--- src/rtl/mult_control.sv ---
// Control FSM for the shift-add signed multiplier: clear/load, per-bit add/sub, shift, done.
// Optional build macro MULT_SKIP_ZERO_EN folds the shift into the ADD cycle when M=0.
module mult_control #(
  parameter int unsigned WIDTH = 8
) (
  input  logic Clk,
  input  logic Reset,
  input  logic Run,
  input  logic ClearA_LoadB,
  input  logic M,
  output logic clr_ld,
  output logic clear_xa,
  output logic add,
  output logic sub,
  output logic shift,
  output logic busy,
  output logic done
);

  localparam int unsigned CntW = (WIDTH > 1) ? $clog2(WIDTH) : 1;
  localparam logic [CntW-1:0] CntLast = CntW'(WIDTH - 1);

  typedef enum logic [2:0] {
    StIdle,
    StLoad,
    StClr,
    StAdd,
    StShift,
    StHold
  } state_e;

  state_e          state_q, state_d;
  logic [CntW-1:0] cnt_q, cnt_d;
  logic            last_bit;

  assign last_bit = (cnt_q == CntLast);

  always_ff @(posedge Clk or posedge Reset) begin
    if (Reset) begin
      state_q <= StIdle;
      cnt_q   <= '0;
    end else begin
      state_q <= state_d;
      cnt_q   <= cnt_d;
    end
  end

  always_comb begin
    state_d = state_q;
    cnt_d   = cnt_q;
    unique case (state_q)
      StIdle: begin
        // Run wins over ClearA_LoadB when both are high
        if (Run) begin
          state_d = StClr;
        end else if (ClearA_LoadB) begin
          state_d = StLoad;
        end
      end
      StLoad: state_d = StIdle;
      StClr: begin
        cnt_d   = '0;
        state_d = StAdd;
      end
      StAdd: begin
`ifdef MULT_SKIP_ZERO_EN
        if (!M) begin
          if (last_bit) begin
            state_d = StHold;
          end else begin
            cnt_d   = cnt_q + 1'b1;
            state_d = StAdd;
          end
        end else begin
          state_d = StShift;
        end
`else
        state_d = StShift;
`endif
      end
      StShift: begin
        if (last_bit) begin
          state_d = StHold;
        end else begin
          cnt_d   = cnt_q + 1'b1;
          state_d = StAdd;
        end
      end
      // Wait for Run to drop so a held Run cannot retrigger
      StHold: begin
        if (!Run) begin
          state_d = StIdle;
        end
      end
      default: state_d = StIdle;
    endcase
  end

  always_comb begin
    clr_ld   = 1'b0;
    clear_xa = 1'b0;
    add      = 1'b0;
    sub      = 1'b0;
    shift    = 1'b0;
    busy     = 1'b0;
    done     = 1'b0;
    unique case (state_q)
      StIdle: ;
      StLoad: clr_ld = 1'b1;
      StClr: begin
        clear_xa = 1'b1;
        busy     = 1'b1;
      end
      StAdd: begin
        busy = 1'b1;
        add  = M & ~last_bit;
        sub  = M & last_bit;
`ifdef MULT_SKIP_ZERO_EN
        shift = ~M;
`endif
      end
      StShift: begin
        shift = 1'b1;
        busy  = 1'b1;
      end
      StHold: done = 1'b1;
      default: ;
    endcase
  end

endmodule

--- config.mk ---
export PLATFORM = sky130hd
export DESIGN_NAME = mult_control
export DESIGN_NICKNAME = d
export VERILOG_FILES = /design/src/rtl/mult_control.sv
export SDC_FILE = /design/constraint.sdc
export NUM_CORES = 1
export LEC_CHECK = 0
export ABC_AREA = 0
export CELL_PAD_IN_SITES_DETAIL_PLACEMENT = 0
export CELL_PAD_IN_SITES_GLOBAL_PLACEMENT = 1
export CORE_AREA = 2 2 39 41
export CTS_CLUSTER_DIAMETER = 50
export DETAILED_ROUTE_END_ITERATION = 10
export DIE_AREA = 0 0 41 43
export GPL_TIMING_DRIVEN = 0
export HOLD_SLACK_MARGIN = 0.08
export PLACE_DENSITY = 0.74
export SLEW_MARGIN = 20
export SYNTH_ARGS = -nofsm -noshare
export SYNTH_HDL_FRONTEND = slang
export SYNTH_SLANG_ARGS = --single-unit
--- constraint.sdc ---
create_clock -name Clk -period 2.16 [get_ports Clk]
set_input_delay 0.324 -clock Clk [delete_from_list [all_inputs] [get_ports Clk]]
set_output_delay 0.324 -clock Clk [all_outputs]
set_load 0.01 [all_outputs]
==> flow_summary.yaml <==
run_status:
  status: "finished clean"
sta:
  fin_skew_ns: 0.005489
  slew_headroom: 0.8351
  setup_viol: 0
  worstMarginPinSlew_ns: 0.2470
  period_minus_slack_ns: 2.001
  fin_tns_setup_ns: 0
  period_share: 0.9265
  final_max_slew_viol_count: 0
  hold_ws_ns: 0.2983
  fmax_mhz: 499.7
  hold_violations: 0
  rsz0062_at_grt: "no"
routing:
  totalWireLength_um: 871
  avgRoutedWirePerCell_um: 11.77
  vias: 373
  ant_nets: 0
  routed_via_density: 5.041
  drc: 0
  drt_iter0_drc: 3
  firstDrtPassIters: 4
yosys:
  synth_xor_area_frac: 0
  yosysUniqueCellTypes: 19
  syn-num-nets: 51
  yosys_warnings: 0
  synth_cells: 44
  muxShareOfSynthArea: 0.02597
  synth-simple-area-share: 0.2630
  synth_compound_area_frac: 0.1916
  synth_fa_ha_area_frac: 0.06494
  synth_top_family_by_area: "simple AND/OR/NAND/NOR gates"
  synth_seq_cells: 6
  syn_avg_cell_area_um2: 8.758
  synth_seq_area_share: 0.3896
  syn_area_um2: 385.4
critical_path:
  worst-path-max-fanout: 10
  arrival_ns: 1.68
  worstSetupPathType: "reg -> out"
  start_kind: "register"
  crit_chain: "buf_2, nand2b_1, o21ai_0, clkdlybuf4s50_1"
  crit_slowest_cell: "clkdlybuf4s50_1"
  crit_path_end_kind: "primary output"
  max_stage_delay_ns: 0.55
  required_ns: 1.84
  ff2ff_setup_slack_ns: 0.56
final_layout:
  layout-drive-gt1-share: 0.1207
  syn2layout_area_growth_pct: 40.58
  final_nets: 67
  nFillCells: 142
  n_antenna_cell: 0
floorplanning:
  die_h_um: 43
  dieWidth_um: 41
  core.rowCount: 14
  core_um2: 1384
  start_util: 0.2785
  die-area_um2: 1763
  pin_count: 12
placement:
  post-dp-hpwl_um: 643.9
  place_congestion: 0.6737
  port_buffers: 11
global_routing:
  grt_start_max_net_pins: 11
  gr-total-overflow: 0
  track_usage: 0.1215
  grt_pass1_vias: 340
  antenna_found_initial: 0
  grt_pass1_wl_um: 1455
clocking:
  cts_sinks: 6
  cts_tree: "yes"
  cts_inserted_buffers: 3
  cts_hold_buffers: 0
  htree_levels: 1
  root_buffer: "clkbuf_4"
  clk_path_buf_depth: 2
  worstSkewPairLatency_ns: 0.24
  clk_pin_slew_worst_paths_ns: 0.05
power_and_ir_drop:
  clockPowerShare: 0.151
  p_leak_nw: 0.2629
  power_density_nw_per_um2: 1263
  p_switching_mw: 0.2846
  sw_frac_of_total: 0.4158
  seq_power_share: 0.289
  vdd_drop_max_uv: 414.8
  p_int_mw: 0.3999
  combPwrFrac: 0.560
job:
  drv_cap: 0
worst_hold_path:
  hold_class: "in -> async"
what timing repair did:
item                       in CTS  in global routing
setup buffers                   0                  0
gates resized for setup         1                  2
cloned                          0                  0
hold endpoints to repair        0                  0
setup endpoints to repair       1                  1
registers in the layout, indices dropped and copies added, names as in the netlist:
register and count:
state_q 3, cnt_q 3
worst max-delay path: cells and delay by family (launching register included):
kind / cells / cell delay [ns]
buf+inv: 2 / 0.74
flops: 1 / 0.38
simple gates: 1 / 0.22
compound gates: 1 / 0.10
power groups by stage:
stage,clock network [mW],registers (mW),logic (mW)
2_1_floorplan,0,0.186,0.244
3_3_place_gp,0,0.196,0.386
3_5_place_dp,0,0.198,0.388
4_1_cts,0.105,0.196,0.386
5_1_grt,0.112,0.204,0.426
6_report,0.103,0.198,0.383
final timing paths:
| kind | cells after the start | to | from |
|---|---|---|---|
| max | 4 | busy | state_q[2] |
| min | 2 | state_q[0] | Reset |
| max reg2reg | 5 | cnt_q[1] | cnt_q[0] |
| min reg2reg | 1 | cnt_q[2] | cnt_q[2] |
| max in group asynchronous | 2 | cnt_q[2] | Reset |
| min in group Clk | 1 | cnt_q[2] | cnt_q[2] |
logic make-up (layout without fill, tap and decap cells):
logic type | count (synthesis) | in the layout
buf+inv | 6 | 20
fa+ha+maj | 2 | 2
simple gates | 19 | 19
compound gates | 10 | 10
flops | 6 | 6
mux | 1 | 1
cell usage after synthesis (all sizes together):
library cell | instances | share of area
dfrtp | 6 | 0.39
inv | 4 | 0.039
nor2 | 4 | 0.039
o21ai | 4 | 0.052
a221o | 3 | 0.078
nand2 | 3 | 0.029
nor2b | 3 | 0.049
nor3 | 3 | 0.039
nor3b | 3 | 0.058
buf | 2 | 0.026
ha | 2 | 0.065
nand2b | 2 | 0.032
and3 | 1 | 0.016
mux2i | 1 | 0.026
o211ai | 1 | 0.019
o22ai | 1 | 0.016
o311a | 1 | 0.026
metrics by stage:
| stage | util | total power, mW | instances | setup slack [ns] | cell area [um2] |
|---|---|---|---|---|---|
| after CTS | 0.3879 | 0.6865 | 74 | 0.02723 | 536.8 |
| after floorplan | - | 0.4299 | 44 | 0.6670 | 385.4 |
| after global routing | 0.3915 | 0.7409 | 74 | 0.05093 | 541.8 |
| after global placement | 0.3725 | 0.5813 | 71 | 0.2688 | 515.5 |
| final | 0.3915 | 0.6845 | 74 | 0.1588 | 541.8 |
| after detailed placement | 0.3725 | 0.5852 | 71 | 0.2614 | 515.5 |
layout by cell type (no fill, tap or decap):
| master | n |
|---|---|
| inv_1 | 3 |
| o21ai_0 | 2 |
| inv_2 | 1 |
| o22ai_1 | 1 |
| clkdlybuf4s50_1 | 9 |
| nor3b_1 | 3 |
| clkbuf_4 | 3 |
| o21ai_1 | 2 |
| mux2i_1 | 1 |
| dlygate4sd2_1 | 1 |
| dlymetal6s2s_1 | 1 |
| ha_2 | 1 |
| nand2b_1 | 2 |
| buf_2 | 2 |
| and3_1 | 1 |
| nand2_1 | 3 |
| o211ai_1 | 1 |
| o311a_1 | 1 |
| nor2_1 | 4 |
| dfrtp_1 | 6 |
| nor3_1 | 3 |
| ha_1 | 1 |
| a221o_1 | 3 |
| nor2b_1 | 3 |
layer usage:
metal | share of wire | vias up | GRT usage
met5 | 0 | - | 0
met4 | 0 | 0 | 0.08000
met3 | 0.044 | 0 | 0.01571
met2 | 0.51 | 10 | 0.1844
met1 | 0.45 | 174 | 0.1518
li1 | - | 189 | -
final cells by class:
class | count | area [um2] | area share
plain buffers | 2 | 10.01 | 0.01848
inverters | 4 | 15.01 | 0.02771
well taps | 16 | 20.02 | 0.03695
multi-input cells | 32 | 212.7 | 0.3926
flip-flops and latches | 6 | 150.1 | 0.2771
repair buffers | 11 | 111.4 | 0.2055
clock buffers | 3 | 22.52 | 0.04157
No activity file was read; power rests on OpenSTA's default activity.
==> RTL edit (config.mk and constraints unchanged) <==
Add a define of `MULT_SKIP_ZERO_EN`.
--- a/src/rtl/mult_control.sv
+++ b/src/rtl/mult_control.sv
@@ -2,2 +2,4 @@
 // Optional build macro MULT_SKIP_ZERO_EN folds the shift into the ADD cycle when M=0.
+`define MULT_SKIP_ZERO_EN
+
 module mult_control #(
Check against the original RTL: not equivalent (a bounded check fails within 4 cycles, from zero or initial values and one cycle with Reset high).
==> RTL edit against the unedited design <==
Sequential cell count is the same. Critical path type unchanged. Die area stayed put. Total power is 4.3% higher. Worst setup slack lost 0.091 ns. Area after synthesis increased by 7.1%. Synthesized cell count is 4.5% lower. Sequential power down 3%. Count of clock-buffer cells in the layout did not move. Core utilization is 1.8 points higher. Clock skew shrank 0.0043 ns. Design area rose by 4.6%. Routed wire length decreased by 8.4%.
==> RTL edit: results (changes against the unedited design) <==
cts_root_buf: "clkbuf_4"  # unchanged
htreeDepth: 1  # unchanged
ys_top_cells_by_count: "dfrtp_1, nor2_1"  # unchanged
grt_max_degree: 11  # unchanged
dr.pass1.iters: 2  # was 4
synthDistinctLibCells: 23  # was 19
r2r_start: "cnt_q[0]"  # unchanged
syn_nets: 49  # was 51
met1_usage: 0.161  # was 0.152
startpoint: "state_q[0]"  # was state_q[2]
drive_above_1_share: 0.179  # was 0.121
finalNetCount: 65  # was 67
wirelength_um: 798  # was 871 um
viasPerCell: 5.10  # was 5.04
place_congestion: 0.670  # was 0.674
r2r_end: "cnt_q[0]"  # was cnt_q[1]
clk_pin_slew_ns: 0.04
ir_drop_uv: 522  # was 415 uV
leakage_nw: 0.265  # was 0.263 nW
relSlewSlack: 0.788  # was 0.835
postSynthCellCount: 42  # was 44
finClkSkew_ns: 0.00122  # was 0.00549 ns
fmax_mhz: 478  # was 500 MHz
grtUsageTotal: 0.121  # about the same
dpl.cell_count: 69  # was 71
outcome: "completed"  # unchanged
placed_area_um2: 543  # was 515 um2
hpwl_um: 594  # was 644 um
r2r_slack_ns: 0.53  # was 0.56 ns
num_antenna_cells: 0  # unchanged
synth_warnings: 0  # unchanged
fillers: 157  # was 142
arrival_ns: 1.77  # was 1.68 ns
hp-class: "primary input to async pin"  # unchanged
wl_per_cell_um: 11.1  # was 11.8 um
grt_pass1_wl_um: 1390  # was 1460 um
met2_usage: 0.147  # was 0.184
place_ws_ns: 0.139  # was 0.261 ns
synth_area_leaders: "dfrtp_1, ha_1, nand2b_1"  # was dfrtp_1, a221o_1, ha_1
ctsResizeCount: 2  # was 1
first_iter_violations: 1  # was 3
gr-usage-met3: 0.0785  # was 0.0157
cap_violations: 0  # unchanged
synth_seq_area_share: 0.364  # was 0.390
grt_pass1_vias: 335  # was 340
-- RTL edit: cell types whose count changed after synthesis, sizes merged, moves of 2 or more --
cell,before,now
a21oi,0,2
a221o,3,0
a22o,0,2
inv,4,2
nor3,3,0
nor3b,3,0
-- RTL edit: cells by family after synthesis --
family | synth area share
muxes | 0.0364
and+or+nand+nor | 0.285
DFF | 0.364
adders and majority gates | 0.0606
AOI/OAI and AO/OA | 0.191
buffers and inverters | 0.0636
-- RTL edit: layout make-up --
| cell class | instances | area share |
|---|---|---|
| repair buffers | 11 | 0.192 |
| plain buffers | 2 | 0.0331 |
| inverters | 2 | 0.0132 |
| multi-input cells | 32 | 0.422 |
| well taps | 16 | 0.0353 |
| flip-flops and latches | 6 | 0.265 |
| clock buffers | 3 | 0.0397 |
-- RTL edit: power by group --
| group | internal, mW | leakage (nW) | total, mW | switching (mW) |
|---|---|---|---|---|
| clock network | 0.0628 | 0.0138 | 0.103 | 0.0400 |
| registers | 0.157 | 0.0775 | 0.193 | 0.0356 |
| logic | 0.232 | 0.173 | 0.418 | 0.186 |
| total | 0.452 | 0.265 | 0.714 | 0.262 |
-- RTL edit: through the flow --
step / utilization / hold WS (ns) / power, mW
final: 0.410 / 0.299 / 0.714
after global routing: 0.410 / 0.320 / 0.780
after CTS: 0.410 / 0.295 / 0.727
after detailed placement: 0.392 / 0.500 / 0.620
after global placement: 0.392 / 0.492 / 0.616
after floorplan: - / 0.115 / 0.471
-- RTL edit: critical path, stage by stage, from the launching register on --
cell and delay [ns]:
dfrtp_1 0.36, buf_6 0.13, or3b_4 0.42, nand2_1 0.08, clkdlybuf4s50_1 0.52
-- RTL edit: per-layer routing --
layer	vias to the layer above	share of wire
li1	180	-
met1	179	0.49
met3	0	0.066
met5	-	0
met2	8	0.44
met4	0	0
